--- src/rtl/riscv_pkg.sv ---
// Shared RISC-V load/store definitions: funct3 size/sign codes, LSU FSM
// states and the access-size type.
package riscv_pkg;

  localparam logic [2:0] FN3_B  = 3'b000;
  localparam logic [2:0] FN3_H  = 3'b001;
  localparam logic [2:0] FN3_W  = 3'b010;
  localparam logic [2:0] FN3_D  = 3'b011;
  localparam logic [2:0] FN3_BU = 3'b100;
  localparam logic [2:0] FN3_HU = 3'b101;

  typedef enum logic [1:0] {
    ST_IDLE   = 2'd0,
    ST_ACCESS = 2'd1,
    ST_DONE   = 2'd2
  } lsu_state_e;

  typedef enum logic [1:0] {
    SZ_BYTE   = 2'd0,
    SZ_HALF   = 2'd1,
    SZ_WORD   = 2'd2,
    SZ_DOUBLE = 2'd3
  } lsu_size_e;

  // Access size is carried directly in the low two funct3 bits.
  function automatic lsu_size_e fn3_size(input logic [2:0] fn3);
    return lsu_size_e'(fn3[1:0]);
  endfunction

  // Unsigned variants exist only for loads; doubles only on RV64.
  function automatic logic fn3_legal(input logic [2:0] fn3, input logic is_store,
                                     input int xlen);
    case (fn3)
      FN3_B, FN3_H, FN3_W: return 1'b1;
      FN3_D:               return (xlen == 64);
      FN3_BU, FN3_HU:      return !is_store;
      default:             return 1'b0;
    endcase
  endfunction

endpackage

--- src/rtl/lsu_align.sv ---
// Combinational lane logic for the LSU: legality/misalignment detection,
// byte enables, store-data replication and load shift/extension.
// The offset is forced down to the access size, so misaligned requests
// land on the naturally aligned container.
module lsu_align
  import riscv_pkg::*;
#(
  parameter  int XLEN = 32,
  localparam int NB   = XLEN / 8,
  localparam int OFFW = $clog2(NB)
) (
  input  logic [2:0]      fn3_i,
  input  logic            is_store_i,
  input  logic [OFFW-1:0] off_i,
  input  logic [XLEN-1:0] wdata_i,
  input  logic [XLEN-1:0] mem_rdata_i,
  output logic            illegal_o,
  output logic            misaligned_o,
  output logic [NB-1:0]   be_o,
  output logic [XLEN-1:0] wdata_o,
  output logic [XLEN-1:0] rdata_o
);

  lsu_size_e       size;
  logic [OFFW-1:0] size_mask;
  logic [OFFW-1:0] aoff;
  logic [NB-1:0]   lanes;
  logic [XLEN-1:0] shifted;
  logic [XLEN-1:0] keep;
  logic            sign;

  // Decode size, place lanes, replicate store data, extend load data.
  always_comb begin
    size      = fn3_size(fn3_i);
    size_mask = '0;
    lanes     = '0;
    case (size)
      SZ_BYTE:   begin size_mask = OFFW'(0); lanes = NB'(8'h01); end
      SZ_HALF:   begin size_mask = OFFW'(1); lanes = NB'(8'h03); end
      SZ_WORD:   begin size_mask = OFFW'(3); lanes = NB'(8'h0F); end
      default:   begin size_mask = OFFW'(7); lanes = NB'(8'hFF); end
    endcase
    illegal_o    = !fn3_legal(fn3_i, is_store_i, XLEN);
    misaligned_o = |(off_i & size_mask);
    aoff         = off_i & ~size_mask;
    be_o         = lanes << aoff;

    wdata_o = '0;
    for (int i = 0; i < NB; i++) begin
      wdata_o[8*i +: 8] = wdata_i[8*(i & int'(size_mask)) +: 8];
    end

    shifted = mem_rdata_i >> {aoff, 3'b000};
    keep    = '0;
    for (int b = 0; b < XLEN; b++) begin
      keep[b] = (b < (8 << int'(size)));
    end
    sign    = !fn3_i[2] && (|(shifted & (keep ^ (keep >> 1))));
    rdata_o = (shifted & keep) | ({XLEN{sign}} & ~keep);
  end

endmodule

--- src/rtl/load_store_unit.sv ---
// RISC-V load/store unit: IDLE -> ACCESS (LATENCY cycles) -> DONE.
// Errors (illegal fn3, and misalignment when LSU_MISALIGN_TRAP_EN is
// defined) skip the memory and go straight to DONE with err.
// Without LSU_MISALIGN_TRAP_EN, misaligned addresses are aligned down.
module load_store_unit
  import riscv_pkg::*;
#(
  parameter int XLEN    = 32,
  parameter int MEM_AW  = 10,
  parameter int LATENCY = 2
) (
  input  logic              clk,
  input  logic              reset,
  input  logic              req_valid,
  input  logic              req_store,
  input  logic [2:0]        fn3,
  input  logic [XLEN-1:0]   addr,
  input  logic [XLEN-1:0]   wdata,
  output logic              stall,
  output logic              resp_valid,
  output logic [XLEN-1:0]   rdata,
  output logic              err,
  output logic              mem_en,
  output logic              mem_we,
  output logic [XLEN/8-1:0] mem_be,
  output logic [MEM_AW-1:0] mem_addr,
  output logic [XLEN-1:0]   mem_wdata,
  input  logic [XLEN-1:0]   mem_rdata
);

  localparam int NB   = XLEN / 8;
  localparam int OFFW = $clog2(NB);

  lsu_state_e      state_q, state_d;
  logic [3:0]      cnt_q, cnt_d;
  logic [MEM_AW-1:0] mem_addr_q, mem_addr_d;
  logic [NB-1:0]   mem_be_q, mem_be_d;
  logic            mem_we_q, mem_we_d;
  logic [XLEN-1:0] mem_wdata_q, mem_wdata_d;
  logic [2:0]      fn3_q, fn3_d;
  logic [OFFW-1:0] off_q, off_d;
  logic [XLEN-1:0] rdata_q, rdata_d;
  logic            err_q, err_d;

  logic            idle;
  logic [2:0]      al_fn3;
  logic            al_store;
  logic [OFFW-1:0] al_off;
  logic            al_illegal, al_misaligned, req_err;
  logic [NB-1:0]   al_be;
  logic [XLEN-1:0] al_wdata, al_rdata;
  logic            addr_unused;

  // The aligner sees the live request in IDLE and the captured one later.
  assign idle     = (state_q == ST_IDLE);
  assign al_fn3   = idle ? fn3 : fn3_q;
  assign al_store = idle ? req_store : mem_we_q;
  assign al_off   = idle ? addr[OFFW-1:0] : off_q;

  lsu_align #(.XLEN(XLEN)) u_align (
    .fn3_i        (al_fn3),
    .is_store_i   (al_store),
    .off_i        (al_off),
    .wdata_i      (wdata),
    .mem_rdata_i  (mem_rdata),
    .illegal_o    (al_illegal),
    .misaligned_o (al_misaligned),
    .be_o         (al_be),
    .wdata_o      (al_wdata),
    .rdata_o      (al_rdata)
  );

`ifdef LSU_MISALIGN_TRAP_EN
  assign req_err = al_illegal | al_misaligned;
`else
  logic misalign_unused;
  assign misalign_unused = al_misaligned;
  assign req_err         = al_illegal;
`endif

  // Address bits above the memory window are ignored (wrap).
  assign addr_unused = ^addr[XLEN-1:MEM_AW+OFFW];

  // State, counter and captured access registers.
  always_ff @(posedge clk) begin
    if (!reset) begin
      state_q     <= ST_IDLE;
      cnt_q       <= '0;
      mem_addr_q  <= '0;
      mem_be_q    <= '0;
      mem_we_q    <= 1'b0;
      mem_wdata_q <= '0;
      fn3_q       <= '0;
      off_q       <= '0;
      rdata_q     <= '0;
      err_q       <= 1'b0;
    end else begin
      state_q     <= state_d;
      cnt_q       <= cnt_d;
      mem_addr_q  <= mem_addr_d;
      mem_be_q    <= mem_be_d;
      mem_we_q    <= mem_we_d;
      mem_wdata_q <= mem_wdata_d;
      fn3_q       <= fn3_d;
      off_q       <= off_d;
      rdata_q     <= rdata_d;
      err_q       <= err_d;
    end
  end

  // Next-state logic: accept in IDLE, count down in ACCESS, respond in DONE.
  always_comb begin
    state_d     = state_q;
    cnt_d       = cnt_q;
    mem_addr_d  = mem_addr_q;
    mem_be_d    = mem_be_q;
    mem_we_d    = mem_we_q;
    mem_wdata_d = mem_wdata_q;
    fn3_d       = fn3_q;
    off_d       = off_q;
    rdata_d     = rdata_q;
    err_d       = err_q;
    unique case (state_q)
      ST_IDLE: begin
        if (req_valid) begin
          rdata_d = '0;
          err_d   = req_err;
          fn3_d   = fn3;
          off_d   = addr[OFFW-1:0];
          if (req_err) begin
            state_d = ST_DONE;
            cnt_d   = '0;
          end else begin
            state_d     = ST_ACCESS;
            cnt_d       = 4'(LATENCY - 1);
            mem_addr_d  = addr[MEM_AW+OFFW-1:OFFW];
            mem_be_d    = al_be;
            mem_we_d    = req_store;
            mem_wdata_d = al_wdata;
          end
        end
      end
      ST_ACCESS: begin
        if (cnt_q == 4'd0) begin
          state_d = ST_DONE;
          if (!mem_we_q) rdata_d = al_rdata;
        end else begin
          cnt_d = cnt_q - 4'd1;
        end
      end
      ST_DONE: state_d = ST_IDLE;
      default: state_d = ST_IDLE;
    endcase
  end

  assign stall      = (idle && req_valid) || (state_q == ST_ACCESS);
  assign resp_valid = (state_q == ST_DONE);
  assign err        = (state_q == ST_DONE) && err_q;
  assign rdata      = rdata_q;
  assign mem_en     = (state_q == ST_ACCESS);
  assign mem_we     = mem_we_q;
  assign mem_be     = mem_be_q;
  assign mem_addr   = mem_addr_q;
  assign mem_wdata  = mem_wdata_q;

endmodule
--- config.mk ---
export PLATFORM = sky130hd
export DESIGN_NAME = load_store_unit
export DESIGN_NICKNAME = d
export VERILOG_FILES = /design/src/rtl/riscv_pkg.sv /design/src/rtl/lsu_align.sv /design/src/rtl/load_store_unit.sv
export SDC_FILE = /design/constraint.sdc
export NUM_CORES = 1
export LEC_CHECK = 0
export BUFFER_PORTS_ARGS = -buffer_cell sky130_fd_sc_hd__buf_2
export CAP_MARGIN = 20
export CORE_ASPECT_RATIO = 2
export CORE_MARGIN = 2
export CORE_UTILIZATION = 37
export DETAILED_ROUTE_END_ITERATION = 6
export GPL_TIMING_DRIVEN = 0
export PLACE_DENSITY_LB_ADDON = 0.05
export SLEW_MARGIN = 5
export SYNTH_ARGS = -nofsm -noshare
export SYNTH_HDL_FRONTEND = slang
export SYNTH_SLANG_ARGS = --single-unit
--- constraint.sdc ---
create_clock -name clk -period 2.3 [get_ports clk]
set_input_delay 0.115 -clock clk [delete_from_list [all_inputs] [get_ports clk]]
set_output_delay 0.115 -clock clk [all_outputs]
set_load 0.02 [all_outputs]
==> impl_metrics.json, run 1 <==
{
  "status": "finished clean",
  "yosys_register_bits": 91,
  "netlist-cell-type-count": 50,
  "hold_viol": 0,
  "routed_wirelength_mm": 14.3,
  "leakagePower_nw": 2.75,
  "cts_num_sinks": 91,
  "design.core.area_sq_um": 10900,
  "nFillCells": 1130,
  "tritoncts": "yes",
  "ys.flop_type": "sky130_fd_sc_hd__dfxtp_1",
  "worst_hold_slack_ps": 14.0,
  "detail_route.drc_violations": 0,
  "layout.nets": 773,
  "post_synth_main_area_contributors": "sky130_fd_sc_hd__dfxtp_1 44%, sky130_fd_sc_hd__mux2i_1 9.4%, sky130_fd_sc_hd__nand2_1 9.0%",
  "cpPeakStageDelay_ps": 310,
  "element_type_at_the_critical_path_start": "flop",
  "io_pins": 186,
  "drv.max_cap_violation_count": 0,
  "placed_cells_incl_taps": 781,
  "setup_viol": 0,
  "grt_util_all_layers_pct": 23.1,
  "antenna_violating_nets_post_route": 0,
  "yosysTopAreaCell": "sky130_fd_sc_hd__dfxtp_1",
  "setup_repair_after_global_routing_missed_its_margin": "yes",
  "place_congestion": 0.811,
  "hpwlAfterDp_mm": 11.0,
  "global_route.overflow_total": 0,
  "timing.setup.tns_ps": 0,
  "initial_utilization_pct": 38.0,
  "fmax_mhz": 440,
  "cts-buffers-inserted": 9,
  "synthesis.area_sq_um": 4150,
  "drtIter0Drc": 83,
  "dieArea_sq_um": 12100,
  "ys_async_sr_fraction_pct": 0,
  "rows": 54,
  "fin_area_sq_um": 5810,
  "cts_htree_levels": 3,
  "vias": 4198,
  "avgRoutedWirePerCell_um": 17.6,
  "dieHeight_um": 154,
  "drt_pass1_iterations": 4,
  "yosysSeqAreaShare_pct": 43.9,
  "post_drt_via_cell_ratio": 5.17,
  "finalCritPeriodShare_pct": 98.9,
  "worst-endpoint-required_ps": 2510,
  "arrival_ps": 2480,
  "worst_hold_path_type": "in2reg",
  "synth_enable_flop_cells": 0,
  "dpl_cell_area_sq_um": 5150,
  "clock_skew_ps": 9.77,
  "path_common_cell": "sky130_fd_sc_hd__buf_6",
  "total_power_mw": 7.55,
  "port_buffers": 165,
  "grt_pass1_wl_mm": 21.4,
  "synth_warnings": 0,
  "max-clock-path-buffers": 2,
  "vdd_ir_drop_max_mv": 0.783,
  "layout-area-overhead-vs-synth_pct": 39.8,
  "slew_viol_final": 0,
  "crit_buf_inv": 5,
  "relative_slew_slack_pct": 56.0,
  "end_kind": "flop",
  "hold_buffers": 0,
  "grt_pass1_vias": 4191,
  "clkTransAtPathRegs_ps": 70,
  "syn-instance-count": 476,
  "fin_crit_ps": 2270,
  "critPathMaxFanout": 7,
  "die_width_um": 78.9,
  "critPathKind": "reg2reg",
  "critical-path-slowest-cell": "sky130_fd_sc_hd__dfxtp_1",
  "syn-mean-instance-area_sq_um": 8.73,
  "worstPathCellList": "buf_6 -> or2_1 -> buf_6 -> a31oi_4 -> buf_8 -> mux2i_4 -> o22ai_4 -> o31ai_4 -> buf_6 -> buf_6 -> o211ai_2",
  "final-instance-count-excl-fill": 812,
  "cts_root_buffer": "sky130_fd_sc_hd__clkbuf_16",
  "grt_start_max_net_pins": 16,
  "layout_cell_share_with_drive_strength_beyond_1_pct": 39.1,
  "syn_nets": 581,
  "worst_path_dominant_cell_family": "buffers and inverters",
  "antenna_cells": 0,
  "max_slew.worst_pin.slew_ps": 659,
  "synth_largest_type_area_fraction_pct": 43.9,
  "cellPowerDensity_nw_per_um2": 1300,
  "clock_latency_ps": 340,
  "number_of_antenna_violations_at_the_first_check_in_global_routing": 0
}
-- timing repair --
item	4_1_cts	5_1_grt
endpoints found under the setup margin	39	80
gates resized for setup	22	35
setup buffers	10	7
hold endpoints to repair	0	0
pin swaps	5	6
cloned	2	0
-- stage by stage --
step / setup slack [ps] / util [%]
finish: 25.0 / 53.1
global route: -58.1 / 53.1
CTS: -16.8 / 51.5
detailed placement: -287 / 47.1
global placement: -279 / 47.1
floorplan: 15.5 / -
-- power breakdown --
part           total [mW]  internal, mW  leakage (nW)  switching [mW]
Sequential           2.22          2.00         0.743           0.225
Combinational        3.84          1.53          1.87            2.31
Clock                1.49         0.871         0.141           0.616
Total                7.55          4.40          2.75            3.15
-- routing by layer --
metal / global-route usage, % / up-vias / wire length, um
li1: - / 2057 / -
met3: 4.40 / 29 / 798
met1: 22.2 / 1955 / 4860
met5: 0 / - / 0
met4: 10.7 / 0 / 540
met2: 45.2 / 157 / 8070
-- cell type report --
cell class | instances | area, sq um | area share, %
plain buffers | 34 | 250 | 4.31
clock buffers | 10 | 239 | 4.11
clock inverters | 5 | 62.6 | 1.08
inverters | 7 | 26.3 | 0.452
multi-input cells | 342 | 2230 | 38.5
flip-flops and latches | 91 | 1820 | 31.4
well taps | 140 | 175 | 3.02
repair buffers | 183 | 997 | 17.2
-- worst register-to-register path: cells and delay by family, from the launching register on --
kind            cells  cell delay (ps)
buf+inv             5              720
flops               1              310
mux                 1              250
simple gates        1              230
compound gates      4              620
-- Yosys cell counts (2+ instances only) --
master,count
sky130_fd_sc_hd__a21oi_1,44
sky130_fd_sc_hd__dfxtp_1,91
sky130_fd_sc_hd__nor3b_1,2
sky130_fd_sc_hd__a211oi_1,16
sky130_fd_sc_hd__nor2_1,44
sky130_fd_sc_hd__buf_2,6
sky130_fd_sc_hd__clkbuf_1,16
sky130_fd_sc_hd__buf_6,7
sky130_fd_sc_hd__or3_1,2
sky130_fd_sc_hd__a22oi_1,8
sky130_fd_sc_hd__ha_1,2
sky130_fd_sc_hd__o211ai_1,9
sky130_fd_sc_hd__or2_2,2
sky130_fd_sc_hd__mux2i_1,39
sky130_fd_sc_hd__nand2b_1,2
sky130_fd_sc_hd__nor4_1,3
sky130_fd_sc_hd__xnor2_1,2
sky130_fd_sc_hd__o21ai_2,3
sky130_fd_sc_hd__o21ai_0,5
sky130_fd_sc_hd__and2_1,4
sky130_fd_sc_hd__nand3_1,6
sky130_fd_sc_hd__nor3_1,4
sky130_fd_sc_hd__o211ai_2,7
sky130_fd_sc_hd__nor2b_1,2
sky130_fd_sc_hd__nand2_1,100
sky130_fd_sc_hd__a211o_1,8
sky130_fd_sc_hd__buf_4,6
sky130_fd_sc_hd__inv_1,7
sky130_fd_sc_hd__a32oi_1,8
-- cell families after synthesis --
family,share of synthesized area [%]
multiplexers,10.0
XOR/XNOR,0.422
AO/OA/AOI/OAI,20.3
AND/OR/NAND/NOR,18.9
buffers and inverters,5.87
adder cells (fa/ha/maj),0.602
flip-flops,43.9
-- flip-flops by register name (all words and copies together) (netlist names) --
register and flops:
mem_we 1, mem_wdata 32, cnt_q 4, err_q 1
mem_be 4, state_q 2, fn3_q 3, off_q 2
rdata 32, mem_addr 10
-- final timing paths --
path / startpoint / end / slack [ps] / cells past startpoint
hold / removal: addr[10] / mem_addr[8] / 10 / 3
setup / recovery: state_q[1] / rdata[21] / 30 / 11
hold reg to reg: mem_be[0] / mem_be[0] / 450 / 2
setup reg to reg: state_q[1] / rdata[21] / 30 / 11
-- placed cells by master, fill, tap and decap left out, types with 3 or more instances in the layout --
cell type	count
sky130_fd_sc_hd__o211ai_1	9
sky130_fd_sc_hd__a32oi_1	8
sky130_fd_sc_hd__o211ai_2	7
sky130_fd_sc_hd__buf_2	168
sky130_fd_sc_hd__o21ai_0	4
sky130_fd_sc_hd__clkbuf_1	12
sky130_fd_sc_hd__a22oi_1	8
sky130_fd_sc_hd__clkbuf_2	4
sky130_fd_sc_hd__mux2i_2	5
sky130_fd_sc_hd__mux2i_4	4
sky130_fd_sc_hd__buf_6	12
sky130_fd_sc_hd__nor2_1	42
sky130_fd_sc_hd__inv_1	5
sky130_fd_sc_hd__o21ai_2	4
sky130_fd_sc_hd__clkbuf_16	9
sky130_fd_sc_hd__nand2_1	100
sky130_fd_sc_hd__nand3_1	5
sky130_fd_sc_hd__nor3_1	3
sky130_fd_sc_hd__mux2i_1	31
sky130_fd_sc_hd__and2_1	3
sky130_fd_sc_hd__a21oi_1	44
sky130_fd_sc_hd__a211o_1	8
sky130_fd_sc_hd__buf_4	15
sky130_fd_sc_hd__a211oi_1	16
sky130_fd_sc_hd__dfxtp_1	89
Note: power is estimated with default switching activity, not from simulation.
==> run 2: changes to the inputs <==
clock period = 2 ns   (was 2.3 ns; I/O delays follow)
==> run 2 against run 1 <==
Routed wire length is 17% higher. Fmax is 2.5% lower. Final area is 20% higher. Utilization is 11 points higher. Combinational power is 69% higher. Die area stayed put. Via count is 6.4% higher. Clock power is 15% higher. The flow now finishes with violations (setup timing).
==> impl_metrics.json, run 2 (synthesis results as in run 1) <==
{
  "status": "finished with violations",
  "violated_checks": "setup timing",
  "worst_hold_slack_ps": 30.3,
  "cts_htree_levels": 3,
  "routed_wirelength_mm": 16.7,
  "max_slew.worst_pin.slew_ps": 808,
  "die_width_um": 78.9,
  "tritoncts": "yes",
  "most-common-layout-cells": "166 x sky130_fd_sc_hd__buf_2, 87 x sky130_fd_sc_hd__dfxtp_1, 60 x sky130_fd_sc_hd__nand2_1, 34 x sky130_fd_sc_hd__mux2i_1, 34 x sky130_fd_sc_hd__nand2_4",
  "timing.final.ws_setup_ps": -333,
  "leakagePower_nw": 3.24,
  "layout.cells.most_common": "sky130_fd_sc_hd__buf_2",
  "initial_utilization_pct": 38.0,
  "critPathMaxFanout": 6,
  "layout_cell_share_with_drive_strength_beyond_1_pct": 56.7,
  "antenna_violating_nets_post_route": 0,
  "port_buffers": 165,
  "pre_cts_worst_setup_slack_ps": -618,
  "clkTransAtPathRegs_ps": 70,
  "cellPowerDensity_nw_per_um2": 1570,
  "finalCritPeriodShare_pct": 117,
  "worst-endpoint-required_ps": 2210,
  "rows": 54,
  "hold_viol": 0,
  "dieHeight_um": 154,
  "vdd_ir_drop_max_mv": 0.957,
  "element_type_at_the_critical_path_start": "flop",
  "clock_skew_ps": 6.85,
  "cts_num_sinks": 91,
  "design.core.area_sq_um": 10900,
  "place_congestion": 0.794,
  "hpwlAfterDp_mm": 11.3,
  "drtIter0Drc": 132,
  "number_of_antenna_violations_at_the_first_check_in_global_routing": 1,
  "grt_util_all_layers_pct": 26.8,
  "detail_route.drc_violations": 0,
  "post_drt_via_cell_ratio": 5.30,
  "avgRoutedWirePerCell_um": 19.8,
  "grt_pass1_vias": 4736,
  "drt_pass1_iterations": 6,
  "end_kind": "flop",
  "setup_viol": 80,
  "dieArea_sq_um": 12100,
  "setup_repair_after_global_routing_missed_its_margin": "yes",
  "cts_root_buffer": "sky130_fd_sc_hd__clkbuf_16",
  "io_pins": 186,
  "global_route.overflow_total": 0,
  "relative_slew_slack_pct": 46.1,
  "grt_start_max_net_pins": 16,
  "grt_pass1_wl_mm": 24.7,
  "final_core_util_pct": 63.6,
  "fmax_mhz": 429,
  "arrival_ps": 2550,
  "worst_hold_path_type": "in2reg",
  "fin_crit_ps": 2330,
  "slew_viol_final": 0,
  "critPathKind": "reg2reg",
  "vias": 4465,
  "clock_latency_ps": 340,
  "cts-buffers-inserted": 9,
  "drv.max_cap_violation_count": 0,
  "layout.nets": 802,
  "max-clock-path-buffers": 2,
  "layout-area-overhead-vs-synth_pct": 67.6
}
==> run 2: changes by cell type in the layout (fill, tap and decap cells not counted), moves of 8 or more <==
cell | before | now
sky130_fd_sc_hd__buf_8 | 2 | 12
sky130_fd_sc_hd__buf_12 | 1 | 11
sky130_fd_sc_hd__nand2_1 | 100 | 60
sky130_fd_sc_hd__a21oi_1 | 44 | 12
sky130_fd_sc_hd__dlygate4sd3_1 | 0 | 12
sky130_fd_sc_hd__nor2_1 | 42 | 28
sky130_fd_sc_hd__a21oi_2 | 0 | 32
sky130_fd_sc_hd__nor2_4 | 2 | 10
sky130_fd_sc_hd__nand2_4 | 0 | 34
sky130_fd_sc_hd__a211oi_1 | 16 | 1
sky130_fd_sc_hd__a211oi_2 | 0 | 15
==> run 2: per-stage QoR <==
step           power (mW)  area (sq um)  instances  setup TNS (ps)
2_1_floorplan        5.27          4170        476           -3850
3_3_place_gp         6.47          5170        781          -26670
3_5_place_dp         6.53          5170        781          -28260
4_1_cts              10.2          6520        845          -13600
5_1_grt              11.4          6960        843          -16640
6_report             10.9          6960        843          -12640
==> run 2: cell type report <==
type	instances	area (sq um)
fillers	985	3990
multi-input cells	342	2870
flip-flops and latches	91	1830
repair buffers	222	1510
plain buffers	24	244
clock buffers	11	233
well taps	140	175
clock inverters	5	62.6
inverters	7	26.3
diodes	1	2.50
==> run 2: repair_timing <==
action / 4_1_cts / 5_1_grt
gates cloned: 13 / 1
setup endpoints to repair: 81 / 84
hold buffers: 12 / 0
pin swaps: 55 / 69
gates resized for setup: 119 / 146
setup buffers: 27 / 12
endpoints found under the hold margin: 12 / 0
==> run 2: where the power goes <==
part	switching [mW]	leakage, nW	internal (mW)
sequential	0.426	0.745	2.31
clock	0.733	0.136	0.977
combinational	3.54	2.36	2.96
total	4.70	3.24	6.24
==> run 2: worst paths after layout <==
check	start	to	slack (ps)	depth (start not counted)
max reg2reg	fn3_q[1]	rdata[21]	-330	8
min	addr[0]	off_q[0]	30	3
max	fn3_q[1]	rdata[21]	-330	8
min reg2reg	rdata[11]	rdata[11]	460	1
==> run 2: worst max-delay path, stage by stage (launching register included) <==
cell and delay [ps]:
sky130_fd_sc_hd__dfxtp_1 520, sky130_fd_sc_hd__inv_1 150, sky130_fd_sc_hd__a31oi_4 260, sky130_fd_sc_hd__buf_8 150
sky130_fd_sc_hd__mux2i_4 240, sky130_fd_sc_hd__o22ai_2 130, sky130_fd_sc_hd__o31ai_4 480, sky130_fd_sc_hd__buf_6 200
sky130_fd_sc_hd__o211ai_2 70
==> run 2: per-layer routing <==
layer	vias up	track usage, %	part of all wire (%)
li1	2120	-	-
met1	2109	25.1	33
met2	192	52.2	56
met3	44	4.93	4.6
met4	0	14.8	6.1
met5	-	0	0
